===== config.mk =====
export PLATFORM = sky130hd
export DESIGN_NAME = alu_seq_muldiv_flat
export DESIGN_NICKNAME = d
export VERILOG_FILES = /design/src/rtl/alu_seq_muldiv_if.sv /design/src/rtl/alu_seq_muldiv.sv /design/src/flat_wrapper.sv
export SDC_FILE = /design/constraint.sdc
export NUM_CORES = 1
export LEC_CHECK = 0
export CAP_MARGIN = 10
export CELL_PAD_IN_SITES_DETAIL_PLACEMENT = 1
export CELL_PAD_IN_SITES_GLOBAL_PLACEMENT = 1
export CORE_MARGIN = 1.5
export CORE_UTILIZATION = 30
export CTS_CLUSTER_SIZE = 8
export DETAILED_ROUTE_END_ITERATION = 10
export PLACE_DENSITY_LB_ADDON = 0.1
export RECOVER_POWER = 100
export SLEW_MARGIN = 5
export SYNTH_ARGS = -nofsm -noshare
export SYNTH_HDL_FRONTEND = slang
export SYNTH_SLANG_ARGS = --single-unit

===== constraint.sdc =====
create_clock -name clk -period 5.4 [get_ports clk]
set_clock_uncertainty 0.1 [all_clocks]
set_input_delay 1.35 -clock clk [delete_from_list [all_inputs] [get_ports clk]]
set_output_delay 1.35 -clock clk [all_outputs]
set_load 0.05 [all_outputs]

===== src/rtl/alu_seq_muldiv_if.sv =====
// Request/response handshake bundle for alu_seq_muldiv: operand channel in, registered result channel out.
interface alu_seq_muldiv_if #(
  parameter int XLEN = 32
);
  logic            in_valid;
  logic            in_ready;
  logic [4:0]      op;
  logic [XLEN-1:0] a;
  logic [XLEN-1:0] b;
  logic            out_valid;
  logic            out_ready;
  logic [XLEN-1:0] result;
  logic            div_zero;

  modport master (
    output in_valid, op, a, b, out_ready,
    input  in_ready, out_valid, result, div_zero
  );

  modport slave (
    input  in_valid, op, a, b, out_ready,
    output in_ready, out_valid, result, div_zero
  );
endinterface


===== src/rtl/alu_seq_muldiv.sv =====
// RV32I/M execution unit: single-cycle base ops, iterative shift-add multiply and restoring divide.
// Define FAST_MUL_EN to use a combinational multiplier (ops 16-19 complete in one cycle).
module alu_seq_muldiv #(
  parameter int XLEN = 32
) (
  input logic             clk,
  input logic             rst_n,
  alu_seq_muldiv_if.slave bus
);
  localparam int SHW = $clog2(XLEN);
  localparam logic [SHW-1:0] LAST = SHW'(XLEN - 1);

  typedef enum logic [1:0] {IDLE, EXEC, DONE} state_t;
  state_t state, state_next;

  logic [SHW-1:0]    cnt;
  logic [XLEN-1:0]   hi, lo, md, result_q;
  logic [2:0]        kind;
  logic              neg_q, neg_r, dz, dz_q;

  logic              accept, op_mul, op_div, op_iter;
  logic              a_signed, b_signed, a_neg, b_neg;
  logic [XLEN-1:0]   a_mag, b_mag, base_res, final_res;
  logic [SHW-1:0]    sh;

  logic [XLEN:0]     mul_sum, div_sh, div_tr;
  logic              div_ok;
  logic [2*XLEN-1:0] mul_next, mul_fix;
  logic [XLEN-1:0]   div_q, div_r;

  assign sh     = bus.b[SHW-1:0];
  assign accept = bus.in_valid && (state == IDLE);
  assign op_mul = (bus.op[4:2] == 3'b100);
  assign op_div = (bus.op[4:2] == 3'b101);
`ifdef FAST_MUL_EN
  assign op_iter = op_div;
`else
  assign op_iter = op_mul || op_div;
`endif

  // MULH/MULHSU take a as signed, only MULH takes b as signed; DIV/REM are signed, DIVU/REMU not.
  assign a_signed = op_mul ? (bus.op[1:0] == 2'b01 || bus.op[1:0] == 2'b10) : !bus.op[0];
  assign b_signed = op_mul ? (bus.op[1:0] == 2'b01) : !bus.op[0];
  assign a_neg    = a_signed && bus.a[XLEN-1];
  assign b_neg    = b_signed && bus.b[XLEN-1];
  assign a_mag    = a_neg ? -bus.a : bus.a;
  assign b_mag    = b_neg ? -bus.b : bus.b;

`ifdef FAST_MUL_EN
  logic signed [XLEN:0]     fa, fb;
  logic signed [2*XLEN+1:0] fprod;
  logic [2*XLEN-1:0]        prod;
  assign fa    = {a_signed & bus.a[XLEN-1], bus.a};
  assign fb    = {b_signed & bus.b[XLEN-1], bus.b};
  assign fprod = fa * fb;
  assign prod  = fprod[2*XLEN-1:0];
`endif

  always_comb begin
    base_res = '0;
    case (bus.op)
      5'd0: base_res = bus.a + bus.b;
      5'd1: base_res = bus.a - bus.b;
      5'd2: base_res = bus.a << sh;
      5'd3: base_res[0] = $signed(bus.a) < $signed(bus.b);
      5'd4: base_res[0] = bus.a < bus.b;
      5'd5: base_res = bus.a ^ bus.b;
      5'd6: base_res = bus.a >> sh;
      5'd7: base_res = $unsigned($signed(bus.a) >>> sh);
      5'd8: base_res = bus.a | bus.b;
      5'd9: base_res = bus.a & bus.b;
`ifdef FAST_MUL_EN
      5'd16, 5'd17, 5'd18, 5'd19:
        base_res = (bus.op == 5'd16) ? prod[XLEN-1:0] : prod[2*XLEN-1:XLEN];
`endif
      default: ;
    endcase
  end

  // {hi,lo} is shared: product accumulator for multiply, remainder/quotient pair for divide.
  assign mul_sum  = {1'b0, hi} + {1'b0, (lo[0] ? md : '0)};
  assign mul_next = {mul_sum, lo[XLEN-1:1]};
  assign mul_fix  = neg_q ? -mul_next : mul_next;
  assign div_sh   = {hi, lo[XLEN-1]};
  assign div_tr   = div_sh - {1'b0, md};
  assign div_ok   = !div_tr[XLEN];
  assign div_q    = {lo[XLEN-2:0], div_ok};
  assign div_r    = div_ok ? div_tr[XLEN-1:0] : div_sh[XLEN-1:0];

  always_comb begin
    final_res = '0;
    if (!kind[2])
      final_res = (kind[1:0] == 2'b00) ? mul_fix[XLEN-1:0] : mul_fix[2*XLEN-1:XLEN];
    else if (!kind[1])
      final_res = dz ? '1 : (neg_q ? -div_q : div_q);
    else
      final_res = neg_r ? -div_r : div_r;
  end

  always_ff @(posedge clk or negedge rst_n) begin
    if (!rst_n) state <= IDLE;
    else        state <= state_next;
  end

  always_comb begin
    state_next = state;
    case (state)
      IDLE:    if (accept) state_next = op_iter ? EXEC : DONE;
      EXEC:    if (cnt == LAST) state_next = DONE;
      DONE:    if (bus.out_ready) state_next = IDLE;
      default: state_next = IDLE;
    endcase
  end

  always_ff @(posedge clk or negedge rst_n) begin
    if (!rst_n) begin
      cnt      <= '0;
      hi       <= '0;
      lo       <= '0;
      md       <= '0;
      kind     <= '0;
      neg_q    <= 1'b0;
      neg_r    <= 1'b0;
      dz       <= 1'b0;
      result_q <= '0;
      dz_q     <= 1'b0;
    end else if (accept) begin
      cnt <= '0;
      if (op_iter) begin
        hi    <= '0;
        lo    <= a_mag;
        md    <= b_mag;
        kind  <= bus.op[2:0];
        neg_q <= a_neg ^ b_neg;
        neg_r <= a_neg;
        dz    <= op_div && (bus.b == '0);
      end else begin
        result_q <= base_res;
        dz_q     <= 1'b0;
      end
    end else if (state == EXEC) begin
      cnt <= cnt + 1'b1;
      hi  <= kind[2] ? div_r : mul_next[2*XLEN-1:XLEN];
      lo  <= kind[2] ? div_q : mul_next[XLEN-1:0];
      if (cnt == LAST) begin
        result_q <= final_res;
        dz_q     <= dz;
      end
    end
  end

  assign bus.in_ready  = (state == IDLE);
  assign bus.out_valid = (state == DONE);
  assign bus.result    = result_q;
  assign bus.div_zero  = dz_q;
endmodule

===== src/flat_wrapper.sv =====
// flat-port wrapper written by rule: the top's interface ports become plain ports
module alu_seq_muldiv_flat 
#(
  parameter int XLEN = 32
)
  (clk, rst_n, bus_in_valid, bus_op, bus_a, bus_b, bus_out_ready, bus_in_ready, bus_out_valid, bus_result, bus_div_zero);
  alu_seq_muldiv_if #(.XLEN(XLEN)) bus_i ();
  input logic clk;
  input logic rst_n;
  input wire logic [$bits(bus_i.in_valid)-1:0] bus_in_valid;
  input wire logic [$bits(bus_i.op)-1:0] bus_op;
  input wire logic [$bits(bus_i.a)-1:0] bus_a;
  input wire logic [$bits(bus_i.b)-1:0] bus_b;
  input wire logic [$bits(bus_i.out_ready)-1:0] bus_out_ready;
  output wire logic [$bits(bus_i.in_ready)-1:0] bus_in_ready;
  output wire logic [$bits(bus_i.out_valid)-1:0] bus_out_valid;
  output wire logic [$bits(bus_i.result)-1:0] bus_result;
  output wire logic [$bits(bus_i.div_zero)-1:0] bus_div_zero;
  assign bus_i.in_valid = bus_in_valid;
  assign bus_i.op = bus_op;
  assign bus_i.a = bus_a;
  assign bus_i.b = bus_b;
  assign bus_i.out_ready = bus_out_ready;
  assign bus_in_ready = bus_i.in_ready;
  assign bus_out_valid = bus_i.out_valid;
  assign bus_result = bus_i.result;
  assign bus_div_zero = bus_i.div_zero;
  alu_seq_muldiv #(.XLEN(XLEN)) u_core (.clk(clk), .rst_n(rst_n), .bus(bus_i));
endmodule

==> metrics.cfg <==
[route]
firstDrtPassIters = 5
ant_nets = 0
num_vias = 29820
drtIter0Drc = 2328
wirelength_um = 155000
wl_per_cell_um = 31.7
remaining_drc_errors = 0
vias_per_cell = 6.11

[yosys]
synthCells = 3487
synth.distinct_cells = 104
netlist_area_mm2 = 0.0243
synth_fp_nets = 3736
synth_edf_count = 0
ys.flop_type = dfrtp_1
yosys_warnings = 0
ys_ff_latch = 142
async_reset_ff_frac = 1.00
avgSynthCellArea_um2 = 6.97
ys_seq_area_frac = 0.146

[sta]
finalMaxSlewViolations = 180
slew_headroom = -0.571
setup-violations-final = 0
min_period_ps = 5270
tightest_slew_ps = 2360
timing.fmax_mhz = 190
fin_hold_ws_ps = 385
hold_violations = 0
worst_slack_ps = 134
fin_crit_sh = 0.975

[final_layout]
final_common_cell = buf_4
n_fill_cell = 10044
drive_above_1_share = 0.158
fin_area_mm2 = 0.0298
fin_nets = 4051
area_growth_pct = 22.4
mostFrequentLayoutCells = 421 x buf_4, 374 x nand2_1, 356 x nor2_1

[place]
io_buffers = 107
dpl.hpwl_um = 127000
place_area_mm2 = 0.0291
dp_slack_ps = -445
gp_congestion = 1.01

[clock_network]
cts_max_level = 4
cts_num_sinks = 142
ctsLongestPathBuffers = 2
clock-root-buffer = clkbuf_16
clkSlewWorstSetupHoldPaths_ps = 80
cts_made_buffers = 17
cts_tree = yes
clock_latency_ps = 470

[floorplan]
pin_count = 108
die_w_um = 288
die_h_um = 288
placementRows = 104
coreArea_mm2 = 0.0804
die_area_mm2 = 0.0828
initial_core_util = 0.302

[power]
power_uw = 17800
p_leak_uw = 0.0124
power.density_mw_per_mm2 = 597
vdd_drop_max_v = 0.000303

[global_route]
antenna_found_initial = 11
grt_first_pass_wirelength_um = 220000
first_global_vias = 30655
overflow = 0
grt_usage = 0.366
grt_max_degree = 84

[setup_path]
worstSetupPathType = register to register
crit_fanout = 5
crit_path_end_kind = register
cp.arrival_ps = 5580
cp_data_required_time_ps = 5720
start_kind = register

[status]
violations = max-capacitance violations, max-slew violations
status = finished with violations

[job]
maxCapViolCount = 3

[min_path]
hold_class = register to register

==> Yosys cell counts, drive strengths merged, types with 16 or more instances <==
cell type  number  area share
nor2b          18      0.0046
a211oi         41       0.013
a22oi          30      0.0093
nand3         103       0.021
o22ai          37      0.0095
mux2i         113       0.047
o31ai          41       0.013
a221oi         23      0.0083
mux2           21      0.0097
clkbuf        208       0.032
o2111ai        18      0.0065
o221ai         29       0.010
nand2         374       0.058
mux4           26       0.024
nor2          360       0.057
buf            52       0.010
or3            36       0.010
xnor2         133       0.048
nor4           26      0.0079
ha            172       0.089
o21ai         352       0.072
o21bai         23      0.0071
o211ai         50       0.016
a21o           35       0.011
or4            16      0.0052
nor3           91       0.019
xor2           48       0.017
dfrtp         142        0.15
and3           18      0.0046
a31oi          51       0.013
and2           20      0.0051
a21oi         317       0.066
nand4          35      0.0096
inv           156       0.024
nand2b         37      0.0095
a2111oi        19      0.0076
==> cell families (layout without fill, tap and decap cells) <==
kind of cell | count (synthesis) | in the layout | share of synthesized area
xor+xnor | 181 | 181 | 0.0652
other cells | 0 | 3 | 0
flops | 142 | 142 | 0.146
buf+inv | 419 | 747 | 0.0669
fa+ha+maj | 176 | 176 | 0.0918
mux | 160 | 160 | 0.0803
compound gates | 1228 | 1228 | 0.323
simple gates | 1181 | 1181 | 0.227
==> cell type report <==
cell class | instances | area, um2 | area share
flip-flops and latches | 142 | 3560 | 0.120
well taps | 1060 | 1330 | 0.0446
diodes | 3 | 7.51 | 0.000252
repair buffers | 556 | 4380 | 0.147
multi-input cells | 2926 | 19300 | 0.649
inverters | 159 | 599 | 0.0201
clock buffers | 19 | 443 | 0.0149
clock inverters | 13 | 130 | 0.00437
==> critical path: stages (launching register included) <==
cell	delay (ps)
dfrtp_1	390
buf_4	140
and2_1	150
ha_1	400
or4_4	630
or3_4	420
nor4_2	710
nand3_1	250
nor2_1	370
nand2_1	230
o311ai_0	370
o21ai_0	180
a221oi_1	670
a2111o_1	180
==> timing repair <==
action,CTS,global route
buffers inserted,1,9
hold buffers,0,0
pin swaps,2,12
setup endpoints to repair,6,12
resized for setup,20,24
cloned,0,0
==> flip-flops by register name (all words and copies together) (netlist names) <==
register	flops
u_core.neg_r	1
u_core.state	2
u_core.hi	32
u_core.cnt	5
u_core.dz	1
u_core.md	32
u_core.bus.result	32
u_core.lo	32
u_core.bus.div_zero	1
u_core.kind	3
u_core.neg_q	1
==> power by group <==
group | internal, uW | switching (uW)
Combinational | 5050 | 9170
Sequential | 1500 | 793
Clock | 658 | 598
==> per-layer routing <==
layer,track usage,wire length [um],vias to the layer above
met2,0.642,75500,991
met1,0.434,61900,15047
met5,0,13,-
met4,0.214,10400,2
li1,-,-,13459
met3,0.0315,6690,321
==> per-stage QoR <==
step           std cells  TNS (ps)  utilization
3_3_place_gp        4833     -2700        0.362
3_5_place_dp        4833     -3840        0.362
5_1_grt             4875     -10.3        0.370
2_1_floorplan       3487         0            -
6_report            4878         0        0.370
4_1_cts             4866         0        0.370
==> path summary, 6_finish.rpt <==
| path | from | slack (ps) | cells after the start | endpoint |
|---|---|---|---|---|
| setup reg to reg | u_core.md[0] | 130 | 13 | u_core.bus.result[20] |
| setup / recovery | u_core.md[0] | 130 | 13 | u_core.bus.result[20] |
| min in group asynchronous | rst_n | 1460 | 1 | u_core.md[2] |
| hold / removal | u_core.md[2] | 390 | 2 | u_core.md[2] |
| max in group asynchronous | rst_n | 610 | 2 | u_core.md[11] |
| hold reg to reg | u_core.md[2] | 390 | 2 | u_core.md[2] |
Note: power is estimated with default switching activity, not from simulation.
